`src/rtl/lpm_add_sub_seq_pkg.sv`:
```
// Shared definitions for the LPM word-serial sequencers: FSM encoding,
// carry-in defaults and index sizing.
package lpm_add_sub_seq_pkg;

  typedef enum logic [1:0] {
    ST_IDLE = 2'd0,
    ST_RUN  = 2'd1,
    ST_DONE = 2'd2
  } seq_state_t;

  // Value a floating cin resolves to, per operation.
  localparam logic CIN_DEFAULT_ADD = 1'b0;
  localparam logic CIN_DEFAULT_SUB = 1'b1;

  // A single-word sequencer still needs a one-bit index register.
  function automatic int idx_width(input int words);
    return (words > 1) ? $clog2(words) : 1;
  endfunction

endpackage

```
`src/rtl/lpm_add_sub.sv`:
```
// Zero-latency add/subtract slice. For subtraction cin is the active-high
// "no borrow" input and cout is the active-high "no borrow" output.
module lpm_add_sub #(
  parameter int lpm_width          = 8,
  parameter     lpm_representation = "UNSIGNED",
  parameter     lpm_direction      = "UNUSED"
) (
  input  logic [lpm_width-1:0] dataa,
  input  logic [lpm_width-1:0] datab,
  input  logic                 cin,
  input  logic                 add_sub,
  input  logic                 aclr,
  output logic [lpm_width-1:0] result,
  output logic                 cout,
  output logic                 overflow
);

  localparam bit IS_SIGNED = (lpm_representation == "SIGNED");
  localparam bit FORCE_ADD = (lpm_direction == "ADD");
  localparam bit FORCE_SUB = (lpm_direction == "SUB");
  localparam int MSB       = lpm_width - 1;

  logic                 w_add;
  logic [lpm_width-1:0] w_b_eff;
  logic [lpm_width-1:0] w_sum;
  logic                 w_carry;
  logic                 w_ovf;

  assign w_add = FORCE_ADD ? 1'b1 : (FORCE_SUB ? 1'b0 : add_sub);

  // Subtraction is a + ~b + cin, so cin=1 gives a plain a-b.
  assign w_b_eff = w_add ? datab : ~datab;
  assign {w_carry, w_sum} = {1'b0, dataa} + {1'b0, w_b_eff} + {{lpm_width{1'b0}}, cin};

  assign w_ovf = IS_SIGNED
               ? ((dataa[MSB] == w_b_eff[MSB]) && (w_sum[MSB] != dataa[MSB]))
               : (w_add ? w_carry : ~w_carry);

  assign result   = aclr ? '0   : w_sum;
  assign cout     = aclr ? 1'b0 : w_carry;
  assign overflow = aclr ? 1'b0 : w_ovf;

endmodule

```
`src/rtl/lpm_add_sub_seq.sv`:
```
// Word-serial wide add/subtract: one lpm_add_sub slice processes the operands
// LS word first, one word per enabled clock, chaining the carry between words.
module lpm_add_sub_seq
  import lpm_add_sub_seq_pkg::*;
#(
  parameter int lpm_width          = 8,
  parameter int lpm_words          = 4,
  parameter     lpm_representation = "UNSIGNED"
) (
  input  logic                           clock,
  input  logic                           sclr,
  input  logic                           clken,
  input  logic                           start,
  input  logic                           add_sub,
  input  logic                           cin,
  input  logic [lpm_width*lpm_words-1:0] dataa,
  input  logic [lpm_width*lpm_words-1:0] datab,
  output logic                           busy,
  output logic                           done,
  output logic [lpm_width*lpm_words-1:0] result,
  output logic                           cout,
  output logic                           overflow
);

  localparam int              W         = lpm_width * lpm_words;
  localparam int              IDX_W     = idx_width(lpm_words);
  localparam logic [IDX_W-1:0] LAST_IDX = IDX_W'(lpm_words - 1);
  localparam bit              IS_SIGNED = (lpm_representation == "SIGNED");

  seq_state_t       r_state;
  logic [IDX_W-1:0] r_idx;
  logic             r_carry;
  logic             r_add;
  logic [W-1:0]     r_a;
  logic [W-1:0]     r_b;
  logic [W-1:0]     r_accum;
  logic [W-1:0]     r_result;
  logic             r_cout;
  logic             r_overflow;
  logic             r_done;

  logic [lpm_width-1:0] w_a_sel;
  logic [lpm_width-1:0] w_b_sel;
  logic [lpm_width-1:0] w_sum;
  logic                 w_slice_cout;
  logic                 w_slice_ovf;
  logic [W-1:0]         w_accum_next;
  logic                 w_signed_ovf;

  always_comb begin
    w_a_sel = '0;
    w_b_sel = '0;
    for (int i = 0; i < lpm_words; i++) begin
      if (r_idx == IDX_W'(i)) begin
        w_a_sel = r_a[i*lpm_width +: lpm_width];
        w_b_sel = r_b[i*lpm_width +: lpm_width];
      end
    end
  end

  lpm_add_sub #(
    .lpm_width          (lpm_width),
    .lpm_representation ("UNSIGNED"),
    .lpm_direction      ("UNUSED")
  ) u_slice (
    .dataa    (w_a_sel),
    .datab    (w_b_sel),
    .cin      (r_carry),
    .add_sub  (r_add),
    .aclr     (1'b0),
    .result   (w_sum),
    .cout     (w_slice_cout),
    .overflow (w_slice_ovf)
  );

  // Accumulator with the current slice patched in; on the last slice this is the final result.
  for (genvar gi = 0; gi < lpm_words; gi++) begin : g_word
    assign w_accum_next[gi*lpm_width +: lpm_width] =
      (r_idx == IDX_W'(gi)) ? w_sum : r_accum[gi*lpm_width +: lpm_width];
  end

  assign w_signed_ovf = r_add
    ? ((r_a[W-1] == r_b[W-1]) && (w_accum_next[W-1] != r_a[W-1]))
    : ((r_a[W-1] != r_b[W-1]) && (w_accum_next[W-1] != r_a[W-1]));

  always_ff @(posedge clock) begin
    if (sclr) begin
      r_state    <= ST_IDLE;
      r_idx      <= '0;
      r_carry    <= 1'b0;
      r_add      <= 1'b0;
      r_a        <= '0;
      r_b        <= '0;
      r_accum    <= '0;
      r_result   <= '0;
      r_cout     <= 1'b0;
      r_overflow <= 1'b0;
      r_done     <= 1'b0;
    end else if (clken) begin
      r_done <= 1'b0;
      case (r_state)
        ST_IDLE, ST_DONE: begin
          if (start) begin
            r_a     <= dataa;
            r_b     <= datab;
            r_add   <= add_sub;
            r_carry <= cin;
            r_idx   <= '0;
            r_state <= ST_RUN;
          end else begin
            r_state <= ST_IDLE;
          end
        end
        ST_RUN: begin
          r_accum <= w_accum_next;
          r_carry <= w_slice_cout;
          if (r_idx == LAST_IDX) begin
            r_result   <= w_accum_next;
            r_cout     <= w_slice_cout;
            // The unsigned slice already reports the unsigned rule on its carry.
            r_overflow <= IS_SIGNED ? w_signed_ovf : w_slice_ovf;
            r_done     <= 1'b1;
            r_idx      <= '0;
            r_state    <= ST_DONE;
          end else begin
            r_idx <= r_idx + IDX_W'(1);
          end
        end
        default: r_state <= ST_IDLE;
      endcase
    end
  end

  assign busy     = (r_state == ST_RUN);
  assign done     = r_done;
  assign result   = r_result;
  assign cout     = r_cout;
  assign overflow = r_overflow;

endmodule

```
`config.mk`:
```
export PLATFORM = sky130hd
export DESIGN_NAME = lpm_add_sub_seq
export DESIGN_NICKNAME = d
export VERILOG_FILES = /design/src/rtl/lpm_add_sub_seq_pkg.sv /design/src/rtl/lpm_add_sub.sv /design/src/rtl/lpm_add_sub_seq.sv
export SDC_FILE = /design/constraint.sdc
export NUM_CORES = 1
export LEC_CHECK = 0
export BUFFER_PORTS_ARGS = -buffer_cell sky130_fd_sc_hd__buf_2
export CAP_MARGIN = 20
export CORE_AREA = 10 10 112 114
export CTS_BUF_LIST = sky130_fd_sc_hd__clkbuf_16
export CTS_CLUSTER_DIAMETER = 80
export DETAILED_ROUTE_END_ITERATION = 6
export DIE_AREA = 0 0 122 124
export HOLD_SLACK_MARGIN = 0.05
export PLACE_DENSITY = 0.94
export SYNTH_ARGS = -nofsm -noshare
export SYNTH_HDL_FRONTEND = slang
export SYNTH_SLANG_ARGS = --single-unit
```
`constraint.sdc`:
```
create_clock -name clock -period 5.9 [get_ports clock]
set_clock_uncertainty 0.2 [all_clocks]
set_input_delay 0.59 -clock clock [delete_from_list [all_inputs] [get_ports clock]]
set_output_delay 0.59 -clock clock [all_outputs]
set_load 0.1 [all_outputs]
```
# After elaboration in Yosys (flattened, before gate mapping)
# Index checks and enable logic that the tools add are counted.
# W data, S select, Z words.
[word_totals] ff_bits=137 in_bits=70 out_inout_bits=36 wordCells=56
[op_classes] add_sub_neg=3 n_eq_ne=7 n_mux=24 n_bitwise=2 reduce_logical=9
[ops] operator="$mux W8" count=13
[ops] operator="$add A8 B8 Y9" count=1
[ops] operator="$add A9 B1 Y9" count=1
[ops] operator="$reduce_and A3 Y1" count=3
[ops] operator="$not A8 Y8" count=1
[ops] operator="$pmux W2 S2" count=2
[ops] operator="$eq A2 B2 Y1 const B" count=3
[ops] operator="$mux W2" count=3
[ops] operator="$mux W1" count=5
[ops] operator="$eq A2 B1 Y1 const B" count=2
[ops] operator="$logic_not A2 Y1" count=2
[ops] operator="$reduce_and A2 Y1" count=2
[ops] operator="$add A2 B1 Y2 const B" count=1
[ops] operator="$ne A2 B1 Y1 const B" count=1
[ops] operator="$ne A2 B2 Y1 const B" count=1
[ops] operator="$pmux W1 S2" count=1
[ops] operator="$reduce_bool A2 Y1" count=1
[ops] operator="$reduce_or A2 Y1" count=1
[ops] operator="$not A1 Y1" count=1

# Longest topological paths before layout
# Gate-level depths: netlist (run 1).
[logic_depth] ltp_word=11 mapped_depth=18 depth_no_buf=15

# Modules after synthesis
# Synthesis (run 1) repeated with hierarchy kept, for this count alone.
[unflattened] cells_unflattened=758 hier_area_um2=6002.0
[modules_own_cells] module="lpm_add_sub_seq" n_inst=1 cells_per_inst=690 area_each_um2=5510.3 seq_area_each_um2=2582.5
[modules_own_cells] module="lpm_add_sub" n_inst=1 cells_per_inst=68 area_each_um2=491.7 seq_area_each_um2=0.0

# Worst setup path before layout (run 1)
# No wires, ideal clock.
[synth_path] kind="register to register" from="register r_idx[1]" to="register r_result[30], in the netlist result[30]" setup_ns=0.117 t_arrival_ns=3.060 required_time_ns=5.583 path_slack_ns=2.523 stages_incl_launch_ff=18 n_path_buf=2 period_less_slack_ns=3.377 path_cell_list="dfxtp_1 inv_1 ha_1 clkbuf_1 nand3b_1 a21oi_1 a21oi_1 o21ai_1 xor2_1 fa_1 inv_1 fa_1 a21o_2 a21oi_4 o21a_2 buf_6 mux2i_1 nand2_1"
[synth_via] elab_chain_len=10 word_cells_on_any_way=18 classes_between="add/sub (2); eq/ne (3); mux (10); bitwise (1); reduce/logical (2)"
[synth_lines] element="from (decl)" line="lpm_add_sub_seq.sv:31" text="logic [IDX_W-1:0] r_idx;"
[synth_lines] element="from (signal assigned)" line="lpm_add_sub_seq.sv:126" text="r_idx <= r_idx + IDX_W'(1);"
[synth_lines] element="$logic_not A2 Y1" line="lpm_add_sub_seq.sv:54" text="if (r_idx == IDX_W'(i)) begin"
[synth_lines] element="$mux W8 (4 in a row)" line="lpm_add_sub_seq.sv:54"
[synth_lines] element="$not A8 Y8" line="lpm_add_sub.sv:32" text="assign w_b_eff = w_add ? datab : ~datab;"
[synth_lines] element="$mux W8" line="lpm_add_sub.sv:32"
[synth_lines] element="$add A8 B8 Y9" line="lpm_add_sub.sv:33" text="assign {w_carry, w_sum} = {1'b0, dataa} + {1'b0, w_b_eff} + {{lpm_width{1'b0}}, cin};"
[synth_lines] element="$add A9 B1 Y9" line="lpm_add_sub.sv:33"
[synth_lines] element="$mux W8" line="lpm_add_sub_seq.sv:79" text="(r_idx == IDX_W'(gi)) ? w_sum : r_accum[gi*lpm_width +: lpm_width];"
[synth_lines] element="to (signal assigned)" line="lpm_add_sub_seq.sv:118" text="r_result <= w_accum_next;"
[synth_lines] element="to (decl)" line="lpm_add_sub_seq.sv:37" text="logic [W-1:0] r_result;"
# Parallel ways exist; a longest one is shown, timed or not.
# A chain may end at the register's enable or synchronous reset.

# Final worst setup path (run 1)
[layout_path] from="register r_idx[1]" to="register r_accum[22]"
[layout_via] elab_chain_len=10 word_cells_on_any_way=17 classes_between="add/sub (2); eq/ne (3); mux (10); bitwise (1); reduce/logical (1)"
[layout_lines] element="$logic_not A2 Y1" line="lpm_add_sub_seq.sv:54"
[layout_lines] element="$mux W8 (4 in a row)" line="lpm_add_sub_seq.sv:54"
[layout_lines] element="$not A8 Y8" line="lpm_add_sub.sv:32"
[layout_lines] element="$mux W8" line="lpm_add_sub.sv:32"
[layout_lines] element="$add A8 B8 Y9" line="lpm_add_sub.sv:33"
[layout_lines] element="$add A9 B1 Y9" line="lpm_add_sub.sv:33"
[layout_lines] element="$mux W8 (*)" line="lpm_add_sub_seq.sv:79"
[layout_lines] element="to (signal assigned)" line="lpm_add_sub_seq.sv:115" text="r_accum <= w_accum_next;"
[layout_lines] element="to (decl)" line="lpm_add_sub_seq.sv:36" text="logic [W-1:0] r_accum;"
# Every way passes the cells marked *; elsewhere a longest branch is shown, timed or not.

==> results of run 1 <==
## kinds of logic after synthesis
kind of cell / after synthesis / synth area share, %
AOI/OAI and AO/OA: 211 / 21.2
xor gates and xnor gates: 11 / 1.72
adders and majority gates: 13 / 2.94
buffers and inverters: 71 / 5.10
DFF: 129 / 42.8
muxes: 11 / 1.89
and+or+nand+nor: 329 / 24.4
## Yosys cell counts (4+ instances only)
cell,count
o21ai_1,15
clkbuf_1,29
mux2i_1,10
nor2_1,34
and3_1,4
o211ai_1,6
buf_1,11
nand3_1,13
o21ai_0,9
buf_2,24
nor3b_1,8
a211o_1,4
o21a_1,4
nor3_1,5
nand2b_1,12
a311oi_1,6
xnor2_1,8
a211oi_1,16
ha_1,11
dfxtp_1,129
inv_1,5
a21oi_1,136
nand2_1,218
nand3b_1,20
## worst paths after layout
kind                                    to  slack [ps]  depth (start not counted)
setup / recovery  r_accum[22]$_SDFFE_PP0P_        1740                         16
hold / removal         r_b[4]$_SDFFE_PP0P_         200                          3
setup reg to reg  r_accum[22]$_SDFFE_PP0P_        1740                         16
hold reg to reg    result[16]$_SDFFE_PP0P_         250                          2
## area by class of cell
cell class              count  share of cell area (%)
clock buffers              17                    5.94
clock inverters            15                    2.38
inverters                   5                   0.262
multi-input cells         575                    44.0
flip-flops and latches    129                    36.1
well taps                 136                    2.38
repair buffers            114                    9.01
## stage by stage
step | hold WS, ps | instances | setup slack [ps] | total power, W
after global placement | 238 | 956 | 1960 | 0.00120
final | 201 | 991 | 1740 | 0.00227
after CTS | 199 | 988 | 1800 | 0.00226
after floorplan | 236 | 775 | 2520 | 0.00114
after detailed placement | 241 | 956 | 1840 | 0.00121
after global routing | 204 | 991 | 1500 | 0.00233
## worst max-delay path, delay by kind of cell (launching register included)
kind / cells / cell delay (ps)
AOI/OAI and AO/OA: 7 / 1480
DFF: 1 / 350
and+or+nand+nor: 3 / 320
adders and majority gates: 3 / 1090
buffers and inverters: 3 / 590
## cell usage in the layout (no fill, tap or decap), types with 5 or more instances in the layout
cell type	instances
nand2_1	218
a21oi_1	136
dfxtp_1	129
buf_2	104
nor2_1	34
nand3b_1	20
clkbuf_16	18
a211oi_1	16
o21ai_1	15
nand3_1	13
nand2b_1	12
ha_1	11
mux2i_1	10
o21ai_0	9
xnor2_1	8
nor3b_1	8
buf_4	7
a311oi_1	6
o211ai_1	6
inv_6	6
inv_1	5
nor3_1	5
## power by group through the flow
stage	registers [W]	logic, W	clock network (W)
3_5_place_dp	0.000932	0.000277	0
5_1_grt	0.000916	0.000317	0.00110
3_3_place_gp	0.000931	0.000270	0
4_1_cts	0.000914	0.000282	0.00106
6_report	0.000915	0.000291	0.00106
2_1_floorplan	0.000926	0.000216	0
## metal layers
layer  track usage, %  part of all wire (%)  vias up  wire (um)
met5                0                     0        -          0
met4             8.94                   2.7        0        449
met3             5.88                   8.7       45       1460
met2             35.7                    49      311       8180
met1             24.8                    40     2712       6720
li1                 -                     -     2779          -
## sequential cells by signal, summed over array words and instances (netlist names)
| signal | flops |
|---|---|
| result | 32 |
| r_idx | 2 |
| cout | 1 |
| r_add | 1 |
| overflow | 1 |
| done | 1 |
| r_carry | 1 |
| r_b | 32 |
| r_accum | 24 |
| r_state | 2 |
| r_a | 32 |
==> impl_metrics.toml, run 1 <==
[finish]
seq_area_um2 = 2580
fill_cells = 723
drive_gt1_share_pct = 19.1
area_growth_pct = 18.6
fin_util_pct = 70.0
final_area_um2 = 7160
diodes = 0
multi_input_area_um2 = 3150
layout.nets = 925

[synth]
synthArstFlopShare_pct = 0
syn_inst = 775
ys.flop_type = "dfxtp_1"
avgSynthCellArea_um2 = 7.79
synth_top_area_cell = "dfxtp_1"
ys_warn_count = 0
synth_cell_types = 51
yosysSeqAreaShare_pct = 42.8
yosys.area.top_type_share_pct = 42.8
synth_area_leaders = "dfxtp_1 43%, nand2_1 14%, a21oi_1 11%"
synth-edff-count = 0
ys_ff_latch = 129
netlist_area_um2 = 6040
syn_nets = 858

[timing]
max_freq_mhz = 240
hold_viol_final = 0
slew_violations = 0
relSlewSlack_pct = 49.6
setup_tns_ps = 0
min_period_ps = 4160
setup_viol = 0
fin_crit_sh_pct = 70.5
worst_pin_slew_ps = 757
rsz0062_at_grt = "false"

[worst_setup_path]
required_ps = 6010
crit_arrival_ps = 4270
reg2reg_from = "r_idx[1]$_SDFFE_PP0P_"
end_kind = "flop"
max_stage_delay_ps = 460
cpMostUsedCell = "a21oi_1"
cp_slowest_cell = "ha_1"
cp_max_fo = 32
critPathLaunch = "r_idx[1]$_SDFFE_PP0P_"
crit_chain = "inv_1, ha_1, buf_4, nand3b_1, a21oi_1, a21oi_1, nor2_1, a21oi_1, fa_1, inv_1, fa_1, a21o_2, a21oi_4, o21a_2, nor4_1, a211o_1"
crit_type = "reg -> reg"
critPathLaunchType = "flop"

[pwr]
pwr-share-seq_pct = 40.3
clockPowerShare_pct = 46.8
ir_drop_uv = 176
combPwrFrac_pct = 12.8
power.switching_w = 0.000632
leakagePower_nw = 2.75
switching_share_pct = 27.9
p_int_w = 0.00164
power.density_nw_per_um2 = 317

[die]
die_w_um = 122
start_util_pct = 59.0
chipHeight_um = 124
ios = 106
die-area_um2 = 15100
rows = 37
core_area_um2 = 10200

[route]
drc = 0
num_vias = 5847
viasPerCell = 5.90
ant_nets = 0
wl_per_cell_um = 17.0
drt_iter0_markers = 663
first_pass_iters = 5
wl_um = 16800

[grt]
grt_pass1_vias = 5466
grt_max_degree = 78
grt_pass1_wl_um = 26100
grt_usage_pct = 21.1
antenna_found_initial = 0
grt_overflow = 0

[placed_design]
port-buffer-count = 105
place.gp.congestion = 0.852
post_dp_cell_area_um2 = 6490
place_hpwl_um = 10700

[run]
cap_violations = 0

[clocking]
clockBufferDepth = 2
postCtsHoldBufs = 0
cts.sinks = 129
cts_max_level = 4
cts_made_buffers = 17
cts_root_buffer = "clkbuf_16"
ctsResizeCount = 0
clk_latency_ps = 420
cts.reportedPaths.clkPinSlew_ps = 60
cts_tree = "built"
cts_setup_buffers = 0

[status]
outcome = "complete, no violations"

[min_path]
hold_start = "datab[4]"
hp-class = "in -> reg"
Note: power is estimated with default switching activity, not from simulation.
==> inputs of run 2 (changes only) <==
Settings changed: CORE_AREA 10 10 112 114 to 10 10 115 117, DIE_AREA 0 0 122 124 to 0 0 125 127, PLACE_DENSITY 0.94 to 0.9.
Clock period 5.9 ns to 4.3 ns, I/O delays scaled along.
==> impl_metrics.toml, run 2 (synthesis gave the netlist of run 1 again) <==
[run]
cap_violations = 0

[finish]
fin_util_pct = 65.4
fill_cells = 889
layout.nets = 942
drive_gt1_share_pct = 18.8
final_cell_mix = "218 x nand2_1, 136 x a21oi_1, 129 x dfxtp_1"
multi_input_area_um2 = 3150
area_growth_pct = 20.5
seq_area_um2 = 2580
diodes = 0
final_area_um2 = 7270
mostFrequentLayoutCell = "nand2_1"
layout.cells.non_filler = 1015

[die]
core_area_um2 = 11100
rows = 39
chipHeight_um = 127
ios = 106
die_w_um = 125
die-area_um2 = 15900
start_util_pct = 54.3

[placed_design]
place_inst = 968
port-buffer-count = 105
place_hpwl_um = 10800
post_dp_cell_area_um2 = 6540
place.gp.congestion = 0.902

[worst_setup_path]
required_ps = 4410
critPathLaunchType = "flop"
cp_slowest_cell = "ha_1"
end_kind = "flop"
cp_max_fo = 13
crit_chain = "inv_1, ha_1, nand3b_1, a21oi_1, a21oi_1, o21ai_1, xor2_1, fa_1, inv_1, fa_1, a21o_2, a21oi_4, o21a_2, nor4_1, a211o_1"
max_stage_delay_ps = 440
critPathLaunch = "r_idx[0]$_SDFFE_PP0P_"
crit_arrival_ps = 4160
crit_type = "reg -> reg"
reg2reg_from = "r_idx[0]$_SDFFE_PP0P_"

[timing]
worst_pin_slew_ps = 882
relSlewSlack_pct = 41.2
max_freq_mhz = 247
rsz0062_at_grt = "false"
setup_tns_ps = 0
slew_violations = 0
min_period_ps = 4050
setup_viol = 0
hold_viol_final = 0
fin_crit_sh_pct = 94.3

[pwr]
leakagePower_nw = 2.80
power.density_nw_per_um2 = 419
ir_drop_uv = 272

[route]
drt_iter0_markers = 460
num_vias = 5698
ant_nets = 0
wl_per_cell_um = 15.7
wl_um = 16000
drc = 0
first_pass_iters = 5
viasPerCell = 5.61

[min_path]
hp-class = "in -> reg"
hold_start = "datab[11]"

[status]
outcome = "complete, no violations"

[grt]
grt_overflow = 0
grt_max_degree = 91
antenna_found_initial = 0
grt_usage_pct = 19.6
grt_pass1_wl_um = 26400
grt_pass1_vias = 5623

[clocking]
cts_max_level = 4
cts.reportedPaths.clkPinSlew_ps = 60
cts_root_buffer = "clkbuf_16"
clk_latency_ps = 420
cts_setup_buffers = 0
cts.sinks = 129
clockBufferDepth = 2
cts_tree = "built"
cts_made_buffers = 17
## run 2: changes by cell type in the layout (fill, tap and decap cells not counted), moves of 2 or more
cell | previous run | this run
buf_4 | 7 | 12
clkinvlp_4 | 2 | 4
dlygate4sd3_1 | 0 | 14
inv_1 | 5 | 7
inv_6 | 6 | 1
## run 2: final timing paths
path / endpoint / slack [ps] / cells after the start
setup / recovery: r_accum[6]$_SDFFE_PP0P_ / 250 / 15
hold / removal: r_b[11]$_SDFFE_PP0P_ / 60 / 3
setup reg to reg: r_accum[6]$_SDFFE_PP0P_ / 250 / 15
hold reg to reg: result[16]$_SDFFE_PP0P_ / 250 / 2
## run 2: what timing repair did
item,CTS,global route
hold buffers,14,0
endpoints found under the setup margin,0,2
resized for setup,0,1
endpoints found under the hold margin,14,0
## run 2: power breakdown
| group | internal, W | switching, W |
|---|---|---|
| combinational | 0.000154 | 0.000251 |
| sequential | 0.00123 | 0.0000225 |
| clock | 0.000846 | 0.000540 |
| total | 0.00223 | 0.000814 |
## run 2: area by class of cell
cell class / count / area share, %
inverters: 5 / 0.258
flip-flops and latches: 129 / 35.5
clock inverters: 15 / 2.01
multi-input cells: 575 / 43.3
well taps: 143 / 2.46
clock buffers: 17 / 5.85
repair buffers: 131 / 10.6
## run 2: stage by stage
step	total power, W	hold WS [ps]	worst slack (ps)
floorplan	0.00157	236	923
detailed placement	0.00166	244	389
global placement	0.00165	240	560
global route	0.00314	53.6	43.7
CTS	0.00304	50.5	222
finish	0.00305	56.8	246
## run 2: critical path: cells and delay by family (launching register included)
family	cells	cell delay [ps]
fa+ha+maj	3	1110
xor+xnor	1	210
buf+inv	2	180
simple gates	2	270
flops	1	360
compound gates	7	1610
## run 2: metal layers
metal	track usage (%)	vias up	routed length, um
met5	0	-	0
li1	-	2819	-
met2	32.9	235	7770
met1	22.5	2603	6440
met3	5.91	41	1270
met4	9.55	0	473
==> inputs of run 3 (changes only) <==
Settings changed: CORE_AREA 10 10 115 117 to 10 10 127 129, DIE_AREA 0 0 125 127 to 0 0 137 139, PLACE_DENSITY 0.9 to 0.77.
==> impl_metrics.toml, run 3 (synthesis gave the netlist of run 1 again) <==
[timing]
setup_viol = 0
min_period_ps = 3960
worst_pin_slew_ps = 989
hold_viol_final = 0
rsz0062_at_grt = "false"
max_freq_mhz = 253
slew_violations = 0
relSlewSlack_pct = 34.1
fin_crit_sh_pct = 92.0
setup_tns_ps = 0

[route]
wl_um = 16300
ant_nets = 0
wl_per_cell_um = 15.2
drc = 0
viasPerCell = 5.22
drt_iter0_markers = 399
first_pass_iters = 6
num_vias = 5584

[worst_setup_path]
r2r_cells = 15
crit_chain = "ha_1, buf_4, nand3b_1, a21oi_1, a21oi_1, nor2_1, a21oi_1, fa_1, inv_1, fa_1, a21o_2, a21oi_4, o21a_2, nor4_1, a211o_1"
crit_arrival_ps = 4070
required_ps = 4410
reg2reg_to = "r_accum[14]$_SDFFE_PP0P_"
cp_slowest_cell = "ha_1"
crit_type = "reg -> reg"
max_stage_delay_ps = 480
reg2reg_from = "r_idx[0]$_SDFFE_PP0P_"
regToRegSetupSlack_ps = 340
critPathLaunch = "r_idx[0]$_SDFFE_PP0P_"
critPathCapture = "r_accum[14]$_SDFFE_PP0P_"
end_kind = "flop"
cpMostUsedCell = "a21oi_1"
critPathLaunchType = "flop"
cp_max_fo = 17

[pwr]
leakagePower_nw = 2.87
ir_drop_uv = 254
power.density_nw_per_um2 = 414

[clocking]
clockBufferDepth = 2
cts_tree = "built"
postCtsHoldBufs = 31
cts_max_level = 4
cts.reportedPaths.clkPinSlew_ps = 60
ctsResizeCount = 0
clk_latency_ps = 420
cts_setup_buffers = 0
cts_root_buffer = "clkbuf_16"
cts_made_buffers = 17
cts.sinks = 129

[finish]
fill_cells = 1282
fin_util_pct = 54.9
layout.cells.non_filler = 1069
final_cell_mix = "218 x nand2_1, 136 x a21oi_1, 129 x dfxtp_1"
diodes = 0
mostFrequentLayoutCell = "nand2_1"
area_growth_pct = 24.2
layout.nets = 959
drive_gt1_share_pct = 18.4

[placed_design]
place_hpwl_um = 11000
place.gp.congestion = 0.855
port-buffer-count = 105
place_inst = 1006

[grt]
grt_pass1_wl_um = 26400
busiest_layer = "met2"
grt.met1_usage_pct = 20.5
grt_pass1_vias = 5417
grt_max_degree = 102
grt_usage_pct = 17.1
globalRouteMet3Util_pct = 4.67
grt_overflow = 0
antenna_found_initial = 0
use_met2_pct = 27.8

[die]
die-area_um2 = 19000
start_util_pct = 44.2
core_area_um2 = 13700
die_w_um = 137
ios = 106
rows = 43
chipHeight_um = 139

[status]
outcome = "complete, no violations"

[min_path]
hp-class = "in -> reg"

[run]
cap_violations = 0
-- run 3: critical path: cells and delay by family (launching register included) --
family,cells,cell delay [ps]
AO/OA/AOI/OAI,7,1510
adder cells (fa/ha/maj),3,1140
buffers and inverters,2,350
flip-flops,1,390
AND/OR/NAND/NOR,3,260
-- run 3: how the worst min path moves through the flow --
stage	start	end	cells after the start
after floorplan	r_accum[12]$_SDFFE_PP0P_	r_accum[12]$_SDFFE_PP0P_	2
after global placement	result[28]$_SDFFE_PP0P_	result[28]$_SDFFE_PP0P_	2
after detailed placement	result[28]$_SDFFE_PP0P_	result[28]$_SDFFE_PP0P_	2
after CTS	dataa[13]	r_a[13]$_SDFFE_PP0P_	3
after global routing	dataa[30]	r_a[30]$_SDFFE_PP0P_	3
final	dataa[25]	r_a[25]$_SDFFE_PP0P_	3
-- run 3: area by class of cell --
class	count	area [um2]	area share, %
clock inverter	15	169	2.25
sequential	129	2580	34.4
tap	180	225	3.00
inverter	5	18.8	0.250
multi-input combinational	575	3150	42.0
timing repair buffer	148	928	12.4
clock buffer	17	425	5.67
-- run 3: power by group --
part           leakage (nW)  switching, W  total [W]  internal (W)
sequential             1.05     0.0000209    0.00125       0.00123
combinational          1.54      0.000254   0.000417      0.000163
clock                 0.280      0.000533    0.00144      0.000903
-- run 3: stage by stage --
step / worst slack, ps / total power, W / hold slack [ps] / area (um2)
floorplan: 923 / 0.00157 / 236 / 6040
global placement: 511 / 0.00166 / 242 / 6590
detailed placement: 402 / 0.00167 / 245 / 6590
CTS: 373 / 0.00312 / 50.4 / 7500
global route: 118 / 0.00323 / 50.5 / 7500
finish: 343 / 0.00311 / 62.4 / 7500
-- run 3: layer usage --
metal  wire length, um  part of all wire, %
met1              6990                   43
met2              7880                   48
met3               982                  6.0
met4               403                  2.5
met5                 0                    0
